`src/rtl/seg7_capture.sv`:
```
// Receive-side monitor for a multiplexed 4-digit active-low 7-segment bus.
// Resynchronises the bus, captures each settled digit once, and rebuilds MM:SS in binary.
module seg7_capture #(
    parameter int SETTLE_CYCLES = 4,
    parameter int CNT_W         = 8
) (
    input  logic        clk,
    input  logic        rst,
    input  logic [3:0]  anode_in,
    input  logic [6:0]  seg_in,
    output logic [15:0] digit_bcd,
    output logic [3:0]  blank_mask,
    output logic [5:0]  minutes,
    output logic [5:0]  seconds,
    output logic        frame_valid,
    output logic        frame_clean,
    output logic        err_seg,
    output logic        err_anode,
    output logic        err_range
);

    typedef enum logic [1:0] {ST_WAIT, ST_SETTLE, ST_CAPTURE, ST_HOLD} state_t;

    localparam logic [CNT_W-1:0] SETTLE_MAX  = CNT_W'(SETTLE_CYCLES);
    localparam logic [CNT_W-1:0] SETTLE_LAST = CNT_W'(SETTLE_CYCLES - 1);

    state_t           state;
    logic [10:0]      sync_a;
    logic [10:0]      sync_b;
    logic [10:0]      prev_bus;
    logic [CNT_W-1:0] stable_cnt;
    logic [3:0]       seen;
    logic [3:0]       pending_blank;
    logic             dirty;

    logic             bus_change;
    logic [3:0]       dec_val;
    logic             dec_digit;
    logic             dec_blank;
    logic [1:0]       digit_idx;
    logic             anode_hit;
    logic             anode_bad;
    logic             frame_done;
    logic [6:0]       min_full;
    logic [6:0]       sec_full;
    logic             out_of_range;
    logic [3:0]       seen_next;
    logic [3:0]       blank_next;
    logic             dirty_next;

    assign bus_change   = (sync_b != prev_bus);
    assign frame_done   = (seen == 4'b1111);
    assign min_full     = 7'(digit_bcd[15:12]) * 7'd10 + 7'(digit_bcd[11:8]);
    assign sec_full     = 7'(digit_bcd[7:4]) * 7'd10 + 7'(digit_bcd[3:0]);
    assign out_of_range = (min_full > 7'd59) || (sec_full > 7'd59);

    // Decode the value held in prev_bus; it is the settled value whenever the FSM is in CAPTURE.
    always_comb begin
        dec_val   = 4'd0;
        dec_digit = 1'b1;
        dec_blank = 1'b0;
        case (prev_bus[6:0])
            7'b0000001: dec_val = 4'd0;
            7'b1001111: dec_val = 4'd1;
            7'b0010010: dec_val = 4'd2;
            7'b0000110: dec_val = 4'd3;
            7'b1001100: dec_val = 4'd4;
            7'b0100100: dec_val = 4'd5;
            7'b0100000: dec_val = 4'd6;
            7'b0001111: dec_val = 4'd7;
            7'b0000000: dec_val = 4'd8;
            7'b0000100: dec_val = 4'd9;
            7'b1111111: begin
                dec_digit = 1'b0;
                dec_blank = 1'b1;
            end
            default:    dec_digit = 1'b0;
        endcase

        digit_idx = 2'd0;
        anode_hit = 1'b1;
        anode_bad = 1'b0;
        case (prev_bus[10:7])
            4'b0111: digit_idx = 2'd3;
            4'b1011: digit_idx = 2'd2;
            4'b1101: digit_idx = 2'd1;
            4'b1110: digit_idx = 2'd0;
            4'b1111: anode_hit = 1'b0;
            default: begin
                anode_hit = 1'b0;
                anode_bad = 1'b1;
            end
        endcase
    end

    // A completing frame empties the bookkeeping first, so a capture in that same cycle starts the next frame.
    always_comb begin
        seen_next  = frame_done ? 4'b0000 : seen;
        blank_next = frame_done ? 4'b0000 : pending_blank;
        dirty_next = frame_done ? 1'b0 : dirty;
        if (state == ST_CAPTURE) begin
            if (anode_hit) begin
                seen_next[digit_idx]  = 1'b1;
                blank_next[digit_idx] = dec_blank;
                if (!dec_digit && !dec_blank)
                    dirty_next = 1'b1;
            end else if (anode_bad) begin
                dirty_next = 1'b1;
            end
        end
    end

    always_ff @(posedge clk) begin
        if (rst) begin
            sync_a     <= '0;
            sync_b     <= '0;
            prev_bus   <= '0;
            stable_cnt <= '0;
        end else begin
            sync_a   <= {anode_in, seg_in};
            sync_b   <= sync_a;
            prev_bus <= sync_b;
            if (bus_change)
                stable_cnt <= '0;
            else if (stable_cnt < SETTLE_MAX)
                stable_cnt <= stable_cnt + 1'b1;
        end
    end

    // One capture per stable period; a change seen during CAPTURE goes straight back to settling.
    always_ff @(posedge clk) begin
        if (rst) begin
            state <= ST_WAIT;
        end else begin
            case (state)
                ST_WAIT:    if (bus_change) state <= ST_SETTLE;
                ST_SETTLE:  if (!bus_change && stable_cnt == SETTLE_LAST) state <= ST_CAPTURE;
                ST_CAPTURE: state <= bus_change ? ST_SETTLE : ST_HOLD;
                ST_HOLD:    if (bus_change) state <= ST_SETTLE;
                default:    state <= ST_WAIT;
            endcase
        end
    end

    always_ff @(posedge clk) begin
        if (rst) begin
            seen          <= '0;
            pending_blank <= '0;
            dirty         <= 1'b0;
            digit_bcd     <= '0;
            blank_mask    <= '0;
            minutes       <= '0;
            seconds       <= '0;
            frame_valid   <= 1'b0;
            frame_clean   <= 1'b0;
            err_seg       <= 1'b0;
            err_anode     <= 1'b0;
            err_range     <= 1'b0;
        end else begin
            seen          <= seen_next;
            pending_blank <= blank_next;
            dirty         <= dirty_next;
            frame_valid   <= frame_done;
            frame_clean   <= frame_done && (pending_blank == 4'b0000) && !dirty && !out_of_range;
            if (frame_done) begin
                blank_mask <= pending_blank;
                if (out_of_range)
                    err_range <= 1'b1;
                if ((pending_blank == 4'b0000) && !dirty && !out_of_range) begin
                    minutes <= min_full[5:0];
                    seconds <= sec_full[5:0];
                end
            end
            if (state == ST_CAPTURE) begin
                if (anode_hit) begin
                    digit_bcd[{digit_idx, 2'b00} +: 4] <= dec_digit ? dec_val : 4'd0;
                    if (!dec_digit && !dec_blank)
                        err_seg <= 1'b1;
                end else if (anode_bad) begin
                    err_anode <= 1'b1;
                end
            end
        end
    end

endmodule

```
`config.mk`:
```
export PLATFORM = sky130hd
export DESIGN_NAME = seg7_capture
export DESIGN_NICKNAME = d
export VERILOG_FILES = /design/src/rtl/seg7_capture.sv
export SDC_FILE = /design/constraint.sdc
export NUM_CORES = 1
export LEC_CHECK = 0
export CAP_MARGIN = 20
export CORE_ASPECT_RATIO = 0.9
export CORE_MARGIN = 3
export CORE_UTILIZATION = 30
export DETAILED_ROUTE_END_ITERATION = 7
export PLACE_DENSITY_LB_ADDON = 0.25
export RECOVER_POWER = 25
export SETUP_SLACK_MARGIN = 0.15
export SLEW_MARGIN = 30
export SYNTH_ARGS = -nofsm -noshare
export SYNTH_HDL_FRONTEND = slang
export SYNTH_SLANG_ARGS = --single-unit
```
`constraint.sdc`:
```
create_clock -name clk -period 3.6 [get_ports clk]
set_input_delay 0.9 -clock clk [delete_from_list [all_inputs] [get_ports clk]]
set_output_delay 0.9 -clock clk [all_outputs]
set_load 0.005 [all_outputs]
```
==> impl_metrics.csv <==
group,metric,value,unit
global_routing,overflow,0,
clock_tree,hold_buffers,0,
setup_path,worst_setup_path_start_kind,"flop",
sta,hold_viol_final,0,
logic_synthesis,synth_nets,465,
route,vias_per_cell,4.81,
logic_synthesis,synth_top_area_share,45.0,%
global_routing,grt_max_degree,44,
run_status,failed_checks,"max-capacitance violations, max-slew violations",
logic_synthesis,ys_warn_count,0,
cells_and_area,drive_above_1_share,4.91,%
route,avgRoutedWirePerCell,13.0,um
logic_synthesis,ys.flop_type,"dfxtp_1",
route,firstDrtPassIters,4,
sta,relSlewSlack,-6.36,%
clock_tree,cts_setup_buffers,0,
logic_synthesis,synth-seq-cells,89,
logic_synthesis,synth_area,3960,um2
floorplan,die_area,14600,um2
clock_tree,cts-resized-gates,0,
clock_tree,cts_max_level,3,
power_and_ir_drop,leakage,0.00181,uW
floorplan,ioPinCount,50,
logic_synthesis,ys_async_sr_fraction,0,%
setup_path,reg2reg_slack,0.78,ns
hold_path,whs_path_depth,1,
route,postRouteAntennaNets,0,
sta,holdWs,0.432,ns
power_and_ir_drop,fin_total_pwr,2110,uW
run_status,status,"finished with violations",
cells_and_area,layout.nets,502,
cells_and_area,diodes,0,
hold_path,worstHoldStart,"sync_a[8]",
setup_path,worst_path_largest_cell_delay,0.46,ns
floorplan,initial_core_util,31.0,%
logic_synthesis,synth_cell_type_count,51,
logic_synthesis,yosys.area.top_type,"dfxtp_1",
setup_path,cp_max_fo,14,
power_and_ir_drop,irDropWorstVdd,296,uV
route,drt_wl_total,8240,um
sta,tightest_slew,1.60,ns
logic_synthesis,synth_common_cells,"dfxtp_1, a21oi_1, nor2b_1",
clock_tree,clk_pin_slew,0.06,ns
setup_path,reg2reg_depth,10,
route,vias,3039,
clock_tree,cts_tree,"yes",
logic_synthesis,yosysMostFrequentCell,"dfxtp_1",
global_routing,antenna_found_initial,0,
logic_synthesis,syn_inst,426,
power_and_ir_drop,powerDensity,431,nW/um2
setup_path,worstPathArrival,3.08,ns
floorplan,die_y,115,um
cells_and_area,syn_to_final_growth,23.4,%
floorplan,std_cell_rows,39,
global_routing,grt_pass1_vias,2957,
floorplan,core,12800,um2
logic_synthesis,synth_edf_count,0,
clock_tree,max-clock-path-buffers,2,
route,drtIter0Drc,188,
logic_synthesis,avgSynthCellArea,9.30,um2
setup_path,reg2reg_from,"digit_bcd[13]",
sta,fin_crit_sh,78.3,%
placement,dp_slack,0.740,ns
clock_tree,cts_buffers,9,
sta,drv_slew,37,
global_routing,grt_pass1_wl,14000,um
logic_synthesis,synth_area_leaders,"dfxtp_1, ha_1, nor2b_1",
setup_path,cpMostUsedCell,"ha_1",
placement,gp_congestion,0.782,
clock_tree,cts_sinks,89,
route,drc_errors,0,
placement,port_buffers,49,
run,max-cap-violations,1,
floorplan,dieWidth,127,um
setup_path,path_class,"reg2reg",
cells_and_area,utilization,38.2,%
placement,hpwlAfterDp,6080,um
hold_path,holdPathEnd,"sync_b[8]",
clock_tree,root_buffer,"clkbuf_16",
global_routing,track_usage,11.8,%
setup_path,cp_data_required_time,3.86,ns
sta,rsz0062_at_grt,"false",
setup_path,worstSetupEndpointType,"flop",
sta,setup_slack,0.782,ns
cells_and_area,fill_cells,1296,
sta,period_minus_slack,2.82,ns
clock_tree,clock_latency,0.33,ns
sta,setup_viol,0,
hold_path,min_path_type,"reg2reg",
sta,max_freq,355,MHz
sta,fin_worst_skew,0.00862,ns
setup_path,slowest_stage,"fa_1",
setup_path,rr_endpoint,"minutes[4]",
sta,fin_setup_tns,0,ns
setup_path,path_cells,"ha_1, ha_1, inv_1, fa_1, nor4b_1, xnor2_1, o2111ai_1, buf_4, or4_1, o21ai_0",
logic_synthesis,yosysSeqAreaShare,45.0,%
worst max-delay path: cells and delay by family, from the launching register on:
family          cells  cell delay, ns
simple gates        2            0.77
fa+ha+maj           3            0.92
flops               1            0.43
buf+inv             2            0.25
compound gates      2            0.20
xor+xnor            1            0.19
sequential cells by signal, indices dropped and copies added, names as in the netlist, 2 cells and up:
| signal | count |
|---|---|
| sync_a | 11 |
| stable_cnt | 8 |
| pending_blank | 4 |
| digit_bcd | 16 |
| state | 2 |
| seen | 4 |
| sync_b | 11 |
| blank_mask | 4 |
| prev_bus | 11 |
| minutes | 6 |
| seconds | 6 |
final cells by class:
| cell class | instances | area (um2) | share of cell area [%] |
|---|---|---|---|
| multi-input cells | 298 | 2030 | 41.5 |
| flip-flops and latches | 89 | 1780 | 36.5 |
| repair buffers | 51 | 512 | 10.5 |
| clock buffers | 14 | 274 | 5.61 |
| well taps | 164 | 205 | 4.20 |
| inverters | 14 | 52.6 | 1.08 |
| clock inverters | 2 | 35.0 | 0.717 |
routing by layer:
layer	share of wire, %	up-vias	track usage (%)
li1	-	1550	-
met1	49	1415	15.3
met2	46	68	19.2
met3	4.7	6	3.20
met4	0.92	0	3.65
met5	0	-	0
worst max-delay path by stage:
stage / end / slack, ns / start
after global routing: minutes[3] / 0.44 / digit_bcd[13]
after CTS: minutes[4] / 0.73 / digit_bcd[13]
after detailed placement: minutes[4] / 0.74 / digit_bcd[13]
after global placement: minutes[4] / 0.78 / digit_bcd[13]
final: minutes[4] / 0.78 / digit_bcd[13]
after floorplan: minutes[3] / 0.93 / digit_bcd[13]
layout by cell type, fill, tap and decap left out, types with 2 or more instances in the layout:
cell and count:
ha_1 22, and2_1 9, o21ai_0 10, a2111oi_0 2
clkbuf_8 3, a22o_1 9, a21oi_1 39, nor3b_1 4
mux2i_1 6, nand3b_1 2, xor2_1 5, nand4_1 9
dfxtp_1 89, xnor2_1 20, nand2b_1 4, clkbuf_1 3
and3_1 3, nor3_1 9, nor2b_1 37, o32ai_1 2
nor2_1 25, clkdlybuf4s50_1 48, clkbuf_16 9, inv_1 14
nand2_1 30, a22oi_1 4, nand3_1 17, a211oi_1 2
fa_1 4
kinds of logic (layout without fill, tap and decap cells):
logic type / after synthesis / in the layout / share of synthesized area, %
buf+inv: 39 / 81 / 4.01
xor+xnor: 25 / 25 / 5.53
simple gates: 160 / 160 / 21.8
compound gates: 79 / 79 / 12.7
mux: 7 / 7 / 1.80
flops: 89 / 89 / 45.0
fa+ha+maj: 27 / 27 / 9.22
through the flow:
stage	instances	area [um2]
6_report	632	4890
5_1_grt	632	4890
4_1_cts	632	4880
3_5_place_dp	616	4570
3_3_place_gp	616	4570
2_1_floorplan	426	3960
power breakdown:
| part | switching, uW | internal [uW] |
|---|---|---|
| clock | 355 | 594 |
| combinational | 66.8 | 61.5 |
| sequential | 20.1 | 1010 |
Power figures use the tool's default switching activity.
